$ cat config.mk
export PLATFORM = sky130hd
export DESIGN_NAME = dp_ir_reg
export DESIGN_NICKNAME = d
export VERILOG_FILES = /design/src/rtl/dp_constants.sv /design/src/rtl/dp_ir_match.sv /design/src/rtl/dp_ir_reg.sv
export SDC_FILE = /design/constraint.sdc
export NUM_CORES = 1
export LEC_CHECK = 0
export ABC_CLOCK_PERIOD_IN_PS = 1000
export CAP_MARGIN = 0
export CORE_MARGIN = 10
export CORE_UTILIZATION = 43
export DETAILED_ROUTE_END_ITERATION = 6
export PLACE_DENSITY = 0.75
export SLEW_MARGIN = 5
export SYNTH_ARGS = -nofsm -noshare
export SYNTH_HDL_FRONTEND = slang
export SYNTH_SLANG_ARGS = --single-unit
$ cat constraint.sdc
create_clock -name tck -period 1 [get_ports tck]
set_input_delay 0.15 -clock tck [delete_from_list [all_inputs] [get_ports tck]]
set_output_delay 0.15 -clock tck [all_outputs]
set_load 0.01 [all_outputs]
$ cat src/rtl/dp_constants.sv
// Shared constants for the debug TAP instruction path: DR-select encoding and decoder result.
package dp_constants;

   localparam int unsigned SEL_W = 4;

   typedef logic [SEL_W-1:0] sel_t;

   localparam sel_t SEL_BYPASS = 4'h0;
   localparam sel_t SEL_IDCODE = 4'h1;
   localparam sel_t SEL_DTMCS  = 4'h2;
   localparam sel_t SEL_DMI    = 4'h3;

endpackage

$ cat src/rtl/dp_ir_match.sv
// Combinational opcode decoder: maps an IR value to a DR select and an implemented flag.
module dp_ir_match
   import dp_constants::*;
#(
   parameter int unsigned     IR_W      = 5,
   parameter logic [IR_W-1:0] OP_IDCODE = 'h01,
   parameter logic [IR_W-1:0] OP_DTMCS  = 'h10,
   parameter logic [IR_W-1:0] OP_DMI    = 'h11,
   parameter logic [IR_W-1:0] RSV_LO    = 'h12,
   parameter logic [IR_W-1:0] RSV_HI    = 'h17
) (
   input  logic [IR_W-1:0] op,
   output logic            impl,
   output sel_t            sel
);

   // First match wins; unknown opcodes still route to bypass but are flagged.
   always_comb begin
      impl = 1'b1;
      sel  = SEL_BYPASS;
      if (op == OP_IDCODE) begin
         sel = SEL_IDCODE;
      end else if (op == OP_DTMCS) begin
         sel = SEL_DTMCS;
      end else if (op == OP_DMI) begin
         sel = SEL_DMI;
      end else if (op == '0 || op == '1) begin
         sel = SEL_BYPASS;
      end else if (op >= RSV_LO && op <= RSV_HI) begin
         sel = SEL_BYPASS;
      end else begin
         impl = 1'b0;
      end
   end

endmodule

$ cat src/rtl/dp_ir_reg.sv
// JTAG instruction register: capture/shift chain, update register and registered decode.
module dp_ir_reg
   import dp_constants::*;
#(
   parameter int unsigned     IR_W      = 5,
   parameter logic [IR_W-1:0] OP_IDCODE = 'h01,
   parameter logic [IR_W-1:0] OP_DTMCS  = 'h10,
   parameter logic [IR_W-1:0] OP_DMI    = 'h11,
   parameter logic [IR_W-1:0] RSV_LO    = 'h12,
   parameter logic [IR_W-1:0] RSV_HI    = 'h17
) (
   input  logic            tck,
   input  logic            trst_n,
   input  logic            tlr,
   input  logic            capture_ir,
   input  logic            shift_ir,
   input  logic            update_ir,
   input  logic            tdi,
   output logic            tdo_ir,
   output logic [IR_W-1:0] ir_q,
   output sel_t            bsr_sel,
   output logic            ir_upd,
   output logic            bad_ir
);

   // Mandatory xx01 capture pattern, sized without a zero-width replication at IR_W == 2.
   localparam logic [IR_W-1:0] CAPTURE_VAL = IR_W'(2'b01);

   logic [IR_W-1:0] shift_q, shift_d;
   logic [IR_W-1:0] ir_d;
   sel_t            sel_d;
   logic            upd_d;
   logic            bad_d;
   logic            m_impl;
   sel_t            m_sel;

   dp_ir_match #(
      .IR_W      (IR_W),
      .OP_IDCODE (OP_IDCODE),
      .OP_DTMCS  (OP_DTMCS),
      .OP_DMI    (OP_DMI),
      .RSV_LO    (RSV_LO),
      .RSV_HI    (RSV_HI)
   ) u_match (
      .op   (shift_q),
      .impl (m_impl),
      .sel  (m_sel)
   );

   // Priority: tlr > update > capture > shift. ir_q/bsr_sel only move on update.
   always_comb begin
      shift_d = shift_q;
      ir_d    = ir_q;
      sel_d   = bsr_sel;
      upd_d   = 1'b0;
      bad_d   = bad_ir;
      if (tlr) begin
         shift_d = OP_IDCODE;
         ir_d    = OP_IDCODE;
         sel_d   = SEL_IDCODE;
         bad_d   = 1'b0;
      end else if (update_ir) begin
         ir_d  = shift_q;
         sel_d = m_sel;
         upd_d = 1'b1;
         bad_d = bad_ir | ~m_impl;
      end else if (capture_ir) begin
         shift_d = CAPTURE_VAL;
      end else if (shift_ir) begin
         shift_d = {tdi, shift_q[IR_W-1:1]};
      end
   end

   always_ff @(posedge tck) begin
      if (!trst_n) begin
         shift_q <= OP_IDCODE;
         ir_q    <= OP_IDCODE;
         bsr_sel <= SEL_IDCODE;
         ir_upd  <= 1'b0;
         bad_ir  <= 1'b0;
      end else begin
         shift_q <= shift_d;
         ir_q    <= ir_d;
         bsr_sel <= sel_d;
         ir_upd  <= upd_d;
         bad_ir  <= bad_d;
      end
   end

   assign tdo_ir = shift_q[0];

endmodule

==> implementation parameters, run 1 <==
Parameter                              Value

Place
  Number of input and output port buffers inserted    16
  Total placed instance area    809.5 µm²
  Half-perimeter wire length after placement    969.1 µm
  Final weighted congestion in routability-driven placement    0.8177

Timing
  RSZ-0062 raised after global routing    true
  Clock tree skew after final layout    3.162 ps
  Fin crit share    96.38%
  Number of failing setup endpoints in the final timing report    0
  Hold Fails Final Rpt    0
  Number of max-slew violations in the final report    0
  Upper clock frequency limit    1.038 GHz
  Shortest clock period the worst path allows after layout    963.8 ps

Clocking
  Clock-pin slew of the registers on the worst-case setup and hold paths    80 ps
  Total setup buffers inserted after CTS    0
  Largest buffer count on any clock path    2
  H-tree levels    1
  Clock Root Buffer    sky130_fd_sc_hd__clkbuf_4
  Total clock sinks    14
  Number of buffers inserted during clock tree synthesis    3
  CTS tree    built
  Clock network latency to the later pin of the worst-skew pair    270 ps
  Count of hold buffers inserted by post-cts repair    0

Setup path
  Kind of launch point of the worst setup path    primary input
  Worst path arrival time    1140 ps
  Standard cell with the maximum stage delay on the critical path    sky130_fd_sc_hd__clkdlybuf4s50_1
  Peak per-stage delay on the critical path    590 ps
  Category of cells accounting for the largest share of critical-path delay    buffers and inverters
  Critical path start-end classification    in2reg
  Maximum fanout encountered on the critical timing path    3
  Nature of the critical path endpoint    register
  Endpoint required time on the critical path    1180 ps
  Critical path cell sequence    clkdlybuf4s50_1, and4bb_1, a21oi_1, nor2_1
  Critical path buffer and inverter count    1

Finish
  Layout-stage area growth over the synthesis result    32.58%
  ANT cells    0
  Util after Layout    61.06%
  Share of layout cells above drive strength 1    40.00%
  Post-layout net count    89
  Area of all placed cells without fillers    804.5 µm²

Global routing
  Global-route total usage across every layer    8.223%
  Antenna violations before repair    0
  Global-route wire length before repair    2214 µm
  Pin count of the biggest net entering global routing    11
  Congestion Overflow GR    0
  Vias in the first global route    480

Synth
  YS warnings    0
  Number of register bits inferred by synthesis    14
  Number of standard cells after synthesis    59
  Post-synthesis average cell area    10.29 µm²
  Count of unique library cells instantiated by Yosys    27
  Post-Synthesis Cell Area    606.8 µm²
  Fraction of the yosys area taken by sequential cells    46.19%

Power
  Internal Power    0.7637 mW
  Overall power consumption    0.9810 mW
  Fraction of power spent switching nets    22.15%
  Max IR drop VDD    0.6665 mV
  Sequential share of power    57.5%
  Switching Power    0.2173 mW
  Cell leakage power    0.3619 nW
  Clock power frac    30.9%
  Comb pwr share    11.6%
  Pwr/cell area    1219 nW/µm²

Outcome
  Run status    completed

Floorplanning
  Area of the core    1318 µm²
  Die height    57.57 µm
  Die outline area    3314 µm²
  Die X-Extent    57.57 µm
  Starting density of the core    46.06%
  Top Ports    19
  Row cnt    13

Detailed routing
  Number of detailed-routing iterations run before antenna repair    4
  WL per Instance    13.13 µm
  Vias per cell    4.979
  Number of vias after detailed routing    473
  Number of DRC violations after detailed-routing iteration 0    5
  Total routed wirelength    1247 µm
  Final ANT Viol Nets    0
  DRC violations left    0

Flow run
  Max_cap viols    0

Hold path
  Tightest Hold Check Type    in2reg
[Yosys cell counts]
| cell type | n | area (µm²) |
|---|---|---|
| sky130_fd_sc_hd__nor2_1 | 8 | 30.03 |
| sky130_fd_sc_hd__nand3_1 | 2 | 10.01 |
| sky130_fd_sc_hd__nand2_1 | 2 | 7.510 |
| sky130_fd_sc_hd__clkbuf_1 | 1 | 3.750 |
| sky130_fd_sc_hd__nand3_2 | 1 | 10.01 |
| sky130_fd_sc_hd__o21ai_1 | 1 | 5.000 |
| sky130_fd_sc_hd__buf_6 | 1 | 11.26 |
| sky130_fd_sc_hd__nor3_4 | 1 | 16.27 |
| sky130_fd_sc_hd__inv_1 | 2 | 7.510 |
| sky130_fd_sc_hd__and2b_1 | 1 | 7.510 |
| sky130_fd_sc_hd__dfxtp_1 | 14 | 280.3 |
| sky130_fd_sc_hd__a21oi_2 | 1 | 8.760 |
| sky130_fd_sc_hd__mux2i_1 | 5 | 50.05 |
| sky130_fd_sc_hd__o21ai_0 | 1 | 5.000 |
| sky130_fd_sc_hd__nand2b_1 | 3 | 18.77 |
| sky130_fd_sc_hd__buf_4 | 2 | 15.01 |
| sky130_fd_sc_hd__and2b_2 | 1 | 8.760 |
| sky130_fd_sc_hd__nand2_4 | 1 | 11.26 |
| sky130_fd_sc_hd__o31ai_2 | 1 | 12.51 |
| sky130_fd_sc_hd__and4bb_1 | 1 | 12.51 |
| sky130_fd_sc_hd__nor2b_1 | 1 | 6.260 |
| sky130_fd_sc_hd__nand4_1 | 1 | 6.260 |
| sky130_fd_sc_hd__conb_1 | 1 | 3.750 |
| sky130_fd_sc_hd__a22oi_1 | 3 | 22.52 |
| sky130_fd_sc_hd__o21bai_4 | 1 | 18.77 |
| sky130_fd_sc_hd__nor3b_2 | 1 | 12.51 |
| sky130_fd_sc_hd__a21oi_1 | 1 | 5.000 |
[final cells by class]
class                      instances  area [µm²]
fill                             115       513.0
multi-input combinational         40       299.0
sequential                        14       287.8
timing repair buffer              21       168.9
clock buffer                       3       22.52
tap                               15       18.77
inverter                           2       7.507
[tightest hold or removal path, delay by kind of cell]
kind	cells	cell delay, ps
AO/OA/AOI/OAI	2	230
buffers and inverters	1	170
AND/OR/NAND/NOR	1	40
[stage by stage]
stage,setup slack (ps),std cells,hold WS [ps],TNS [ps]
2_1_floorplan,152.4,60,390.5,0
3_3_place_gp,-266.2,92,445.4,-3189
3_5_place_dp,-324.0,92,461.5,-3726
4_1_cts,-13.09,95,465.2,-13.09
5_1_grt,-2.476,95,398.9,-2.476
6_report,36.19,95,356.3,0
[state kept, by name, summed over array words and instances, names as in the netlist]
| name | flops |
|---|---|
| ir_upd | 1 |
| bad_ir | 1 |
| shift_q | 5 |
| bsr_sel | 2 |
| ir_q | 5 |
[kinds of logic (layout without fill, tap and decap cells)]
| logic type | Yosys count | after routing | synth area share [%] |
|---|---|---|---|
| compound gates | 9 | 9 | 12.78 |
| buf+inv | 6 | 26 | 6.185 |
| flops | 14 | 14 | 46.19 |
| mux | 5 | 5 | 8.248 |
| other cells | 1 | 2 | 0.6180 |
| simple gates | 24 | 24 | 25.98 |
[placed cells by master, fill, tap and decap left out, types with 2 or more instances in the layout]
cell type	n
sky130_fd_sc_hd__buf_2	9
sky130_fd_sc_hd__nor2_1	8
sky130_fd_sc_hd__dfxtp_1	8
sky130_fd_sc_hd__dfxtp_2	6
sky130_fd_sc_hd__mux2i_1	5
sky130_fd_sc_hd__clkdlybuf4s50_1	4
sky130_fd_sc_hd__nand2b_1	3
sky130_fd_sc_hd__a22oi_1	3
sky130_fd_sc_hd__clkbuf_4	3
sky130_fd_sc_hd__buf_4	3
sky130_fd_sc_hd__nand3_1	2
sky130_fd_sc_hd__inv_1	2
sky130_fd_sc_hd__nand2_1	2
sky130_fd_sc_hd__conb_1	2
sky130_fd_sc_hd__dlymetal6s2s_1	2
[metal layers]
metal | wire length (µm) | vias to the layer above | track usage, %
met3 | 150 | 0 | 6.195
met4 | 0 | 0 | 2.013
met5 | 0 | - | 0
met1 | 481 | 220 | 8.529
li1 | - | 238 | -
met2 | 615 | 15 | 12.88
[worst paths after layout]
check / start / to / slack, ps / depth (start not counted)
max: capture_ir / shift_q[4]$_SDFFE_PP0P_ / 40 / 4
min reg2reg: bad_ir$_SDFFE_PP0P_ / bad_ir$_SDFFE_PP0P_ / 460 / 2
min: shift_ir / shift_q[4]$_SDFFE_PP0P_ / 360 / 4
max reg2reg: shift_q[2]$_SDFFE_PP0P_ / bsr_sel[1]$_SDFFE_PP0P_ / 80 / 3
[power by group through the flow]
| stage | sequential (mW) | clock (mW) | combinational (mW) |
|---|---|---|---|
| floorplan | 0.580 | 0 | 0.0576 |
| global placement | 0.577 | 0 | 0.111 |
| detailed placement | 0.577 | 0 | 0.114 |
| CTS | 0.564 | 0.328 | 0.114 |
| global route | 0.565 | 0.342 | 0.124 |
| finish | 0.564 | 0.303 | 0.114 |
[timing repair]
| item | CTS | global route |
|---|---|---|
| pin swaps | 0 | 0 |
| setup endpoints to repair | 12 | 17 |
| gates resized for setup | 35 | 14 |
| hold endpoints to repair | 0 | 0 |
(Power assumes the default switching activity.)
==> run 2: changes to the inputs <==
GPL_TIMING_DRIVEN = 0   (was not set)
==> implementation parameters, run 2 (synthesized netlist as in run 1, its figures left out) <==
Parameter                              Value

Power
  Max IR drop VDD    0.8865 mV (+33%)
  Overall power consumption    1.070 mW (+9.0%)
  Cell leakage power    0.3629 nW (+0.28%)
  Pwr/cell area    1342 nW/µm² (+10%)

Global routing
  Pin count of the biggest net entering global routing    11 (unchanged)
  Vias in the first global route    448 (-6.7%)
  Congestion Overflow GR    0 (unchanged)
  Global-route total usage across every layer    7.618% (-0.61 points)
  Global-route wire length before repair    2035 µm (-8.1%)
  Antenna violations before repair    0 (unchanged)

Finish
  Sequential cell area in the final layout    287.8 µm² (unchanged)
  Layout-stage area growth over the synthesis result    31.34%
  Multi-input gate area    299.0 µm² (unchanged)
  Most common cell after layout, fill and taps aside    sky130_fd_sc_hd__buf_2
  Top library cells by usage in the layout, fill and taps aside    sky130_fd_sc_hd__buf_2 (9), sky130_fd_sc_hd__nor2_1 (8), sky130_fd_sc_hd__dfxtp_1 (8), sky130_fd_sc_hd__dfxtp_2 (6), sky130_fd_sc_hd__mux2i_1 (5)
  ANT cells    0 (unchanged)
  Share of layout cells above drive strength 1    40.00% (unchanged)
  Number of cells in the finished layout apart from fillers    95 (unchanged)
  Post-layout net count    88 (-1.1%)
  Number of filler cells placed in the layout    124 (+7.8%)
  Largest registers in the final layout    ir_q x5, shift_q x5, bsr_sel x2

Clocking
  CTS tree    built
  Clock network latency to the later pin of the worst-skew pair    280 ps (about the same)
  H-tree levels    1 (unchanged)
  Clock Root Buffer    sky130_fd_sc_hd__clkbuf_4
  Total clock sinks    14 (unchanged)
  Clock-pin slew of the registers on the worst-case setup and hold paths    80 ps (about the same)
  Largest buffer count on any clock path    2 (unchanged)
  Number of buffers inserted during clock tree synthesis    3 (unchanged)

Floorplanning
  Starting density of the core    46.06% (unchanged)
  Die outline area    3314 µm² (unchanged)
  Die X-Extent    57.57 µm (unchanged)
  Top Ports    19 (unchanged)
  Die height    57.57 µm (unchanged)
  Row cnt    13 (unchanged)
  Area of the core    1318 µm² (unchanged)

Setup path
  Launch point of the critical path    shift_q[2]$_SDFFE_PP0P_
  Endpoint required time on the critical path    1220 ps (+40 ps)
  Nature of the critical path endpoint    register
  Worst R2R Start    shift_q[2]$_SDFFE_PP0P_
  Critical path start-end classification    reg2reg
  Kind of launch point of the worst setup path    register
  Worst path arrival time    1150 ps (about the same)
  Maximum fanout encountered on the critical timing path    5 (+2)

Detailed routing
  DRC violations left    0 (unchanged)
  Final ANT Viol Nets    0 (unchanged)
  WL per Instance    12.96 µm (-1.3%)
  Number of DRC violations after detailed-routing iteration 0    1 (-4)
  Number of vias after detailed routing    463 (-2.1%)
  Number of detailed-routing iterations run before antenna repair    2 (-2)
  Total routed wirelength    1231 µm (-1.3%)
  Vias per cell    4.874 (-2.1%)

Place
  Number of input and output port buffers inserted    16 (unchanged)
  Placement-stage worst setup slack    -316.5 ps (+7.495 ps)
  Final weighted congestion in routability-driven placement    0.7465 (-8.7%)
  Half-perimeter wire length after placement    935.9 µm (-3.4%)
  Placed Instances    91 (-1.1%)

Timing
  Number of max-slew violations in the final report    0 (unchanged)
  Shortest clock period the worst path allows after layout    935.7 ps (-28.09 ps)
  Final setup TNS    0 ps (unchanged)
  Clock tree skew after final layout    4.920 ps (+1.758 ps)
  Hold Fails Final Rpt    0 (unchanged)
  RSZ-0062 raised after global routing    false
  Fin crit share    93.57% (-2.8 points)
  Setup ws final    64.28 ps (+28.09 ps)
  Number of failing setup endpoints in the final timing report    0 (unchanged)
  Upper clock frequency limit    1.069 GHz (+3.0%)

Hold path
  Tightest Hold Check Type    in2reg
  Hold wc startpoint    shift_ir

Outcome
  Run status    completed

Flow run
  Max_cap viols    0 (unchanged)
run 2: changes by cell type in the layout (fill, tap and decap cells not counted), sizes merged:
cell / before / now
clkdlybuf4s50: 4 / 3
buf: 14 / 13
dlygate4sd2: 0 / 1
clkbuf: 4 / 5
run 2: area by class of cell:
type,instances,area share (%)
well taps,15,2.355
plain buffers,3,3.297
repair buffers,17,15.23
multi-input cells,40,37.52
inverters,2,0.9419
clock buffers,4,4.553
flip-flops and latches,14,36.11
run 2: power breakdown:
| part | total [mW] | leakage (nW) | internal (mW) | switching [mW] |
|---|---|---|---|---|
| Clock | 0.403 | 0.0210 | 0.222 | 0.181 |
| Sequential | 0.564 | 0.114 | 0.562 | 0.00236 |
| Combinational | 0.103 | 0.228 | 0.0542 | 0.0487 |
run 2: what timing repair did:
action / in CTS / in global routing
hold buffers: 0 / 0
setup endpoints to repair: 11 / 16
gates resized for setup: 39 / 10
buffers inserted: 1 / 0
pin swaps: 0 / 0
run 2: metrics by stage:
stage | util (%) | hold WS (ps) | instance area [µm²]
after floorplan | - | 390.5 | 610.6
after global placement | 59.92 | 445.3 | 789.5
final | 60.49 | 357.8 | 797.0
after CTS | 63.53 | 458.5 | 837.1
after detailed placement | 59.92 | 452.9 | 789.5
after global routing | 60.49 | 421.5 | 797.0
run 2: final timing paths:
check,cells after the start,to,slack (ps)
worst max-delay path,3,bsr_sel[1]$_SDFFE_PP0P_,60
worst min-delay path,4,shift_q[4]$_SDFFE_PP0P_,360
worst min register to register,2,bad_ir$_SDFFE_PP0P_,450
worst max register to register,3,bsr_sel[1]$_SDFFE_PP0P_,60
run 2: critical path, cell delays in order, from the launching register on:
cell and delay, ps:
sky130_fd_sc_hd__dfxtp_1 380, sky130_fd_sc_hd__nor3_4 260, sky130_fd_sc_hd__nand3_2 100, sky130_fd_sc_hd__a21oi_2 140
run 2: routing by layer:
layer | track usage (%) | wire, µm | vias to the layer above | part of all wire [%]
met5 | 0 | 0 | - | 0
met4 | 3.020 | 19 | 0 | 1.5
met3 | 5.310 | 117 | 4 | 9.5
met2 | 11.35 | 589 | 15 | 48
met1 | 8.189 | 504 | 204 | 41
li1 | - | - | 240 | -
==> run 3: changes to the inputs <==
CAP_MARGIN = 40   (was 0)
==> results of run 3 <==
Same layout as run 2: the final DEF is identical, and so are final timing and power.
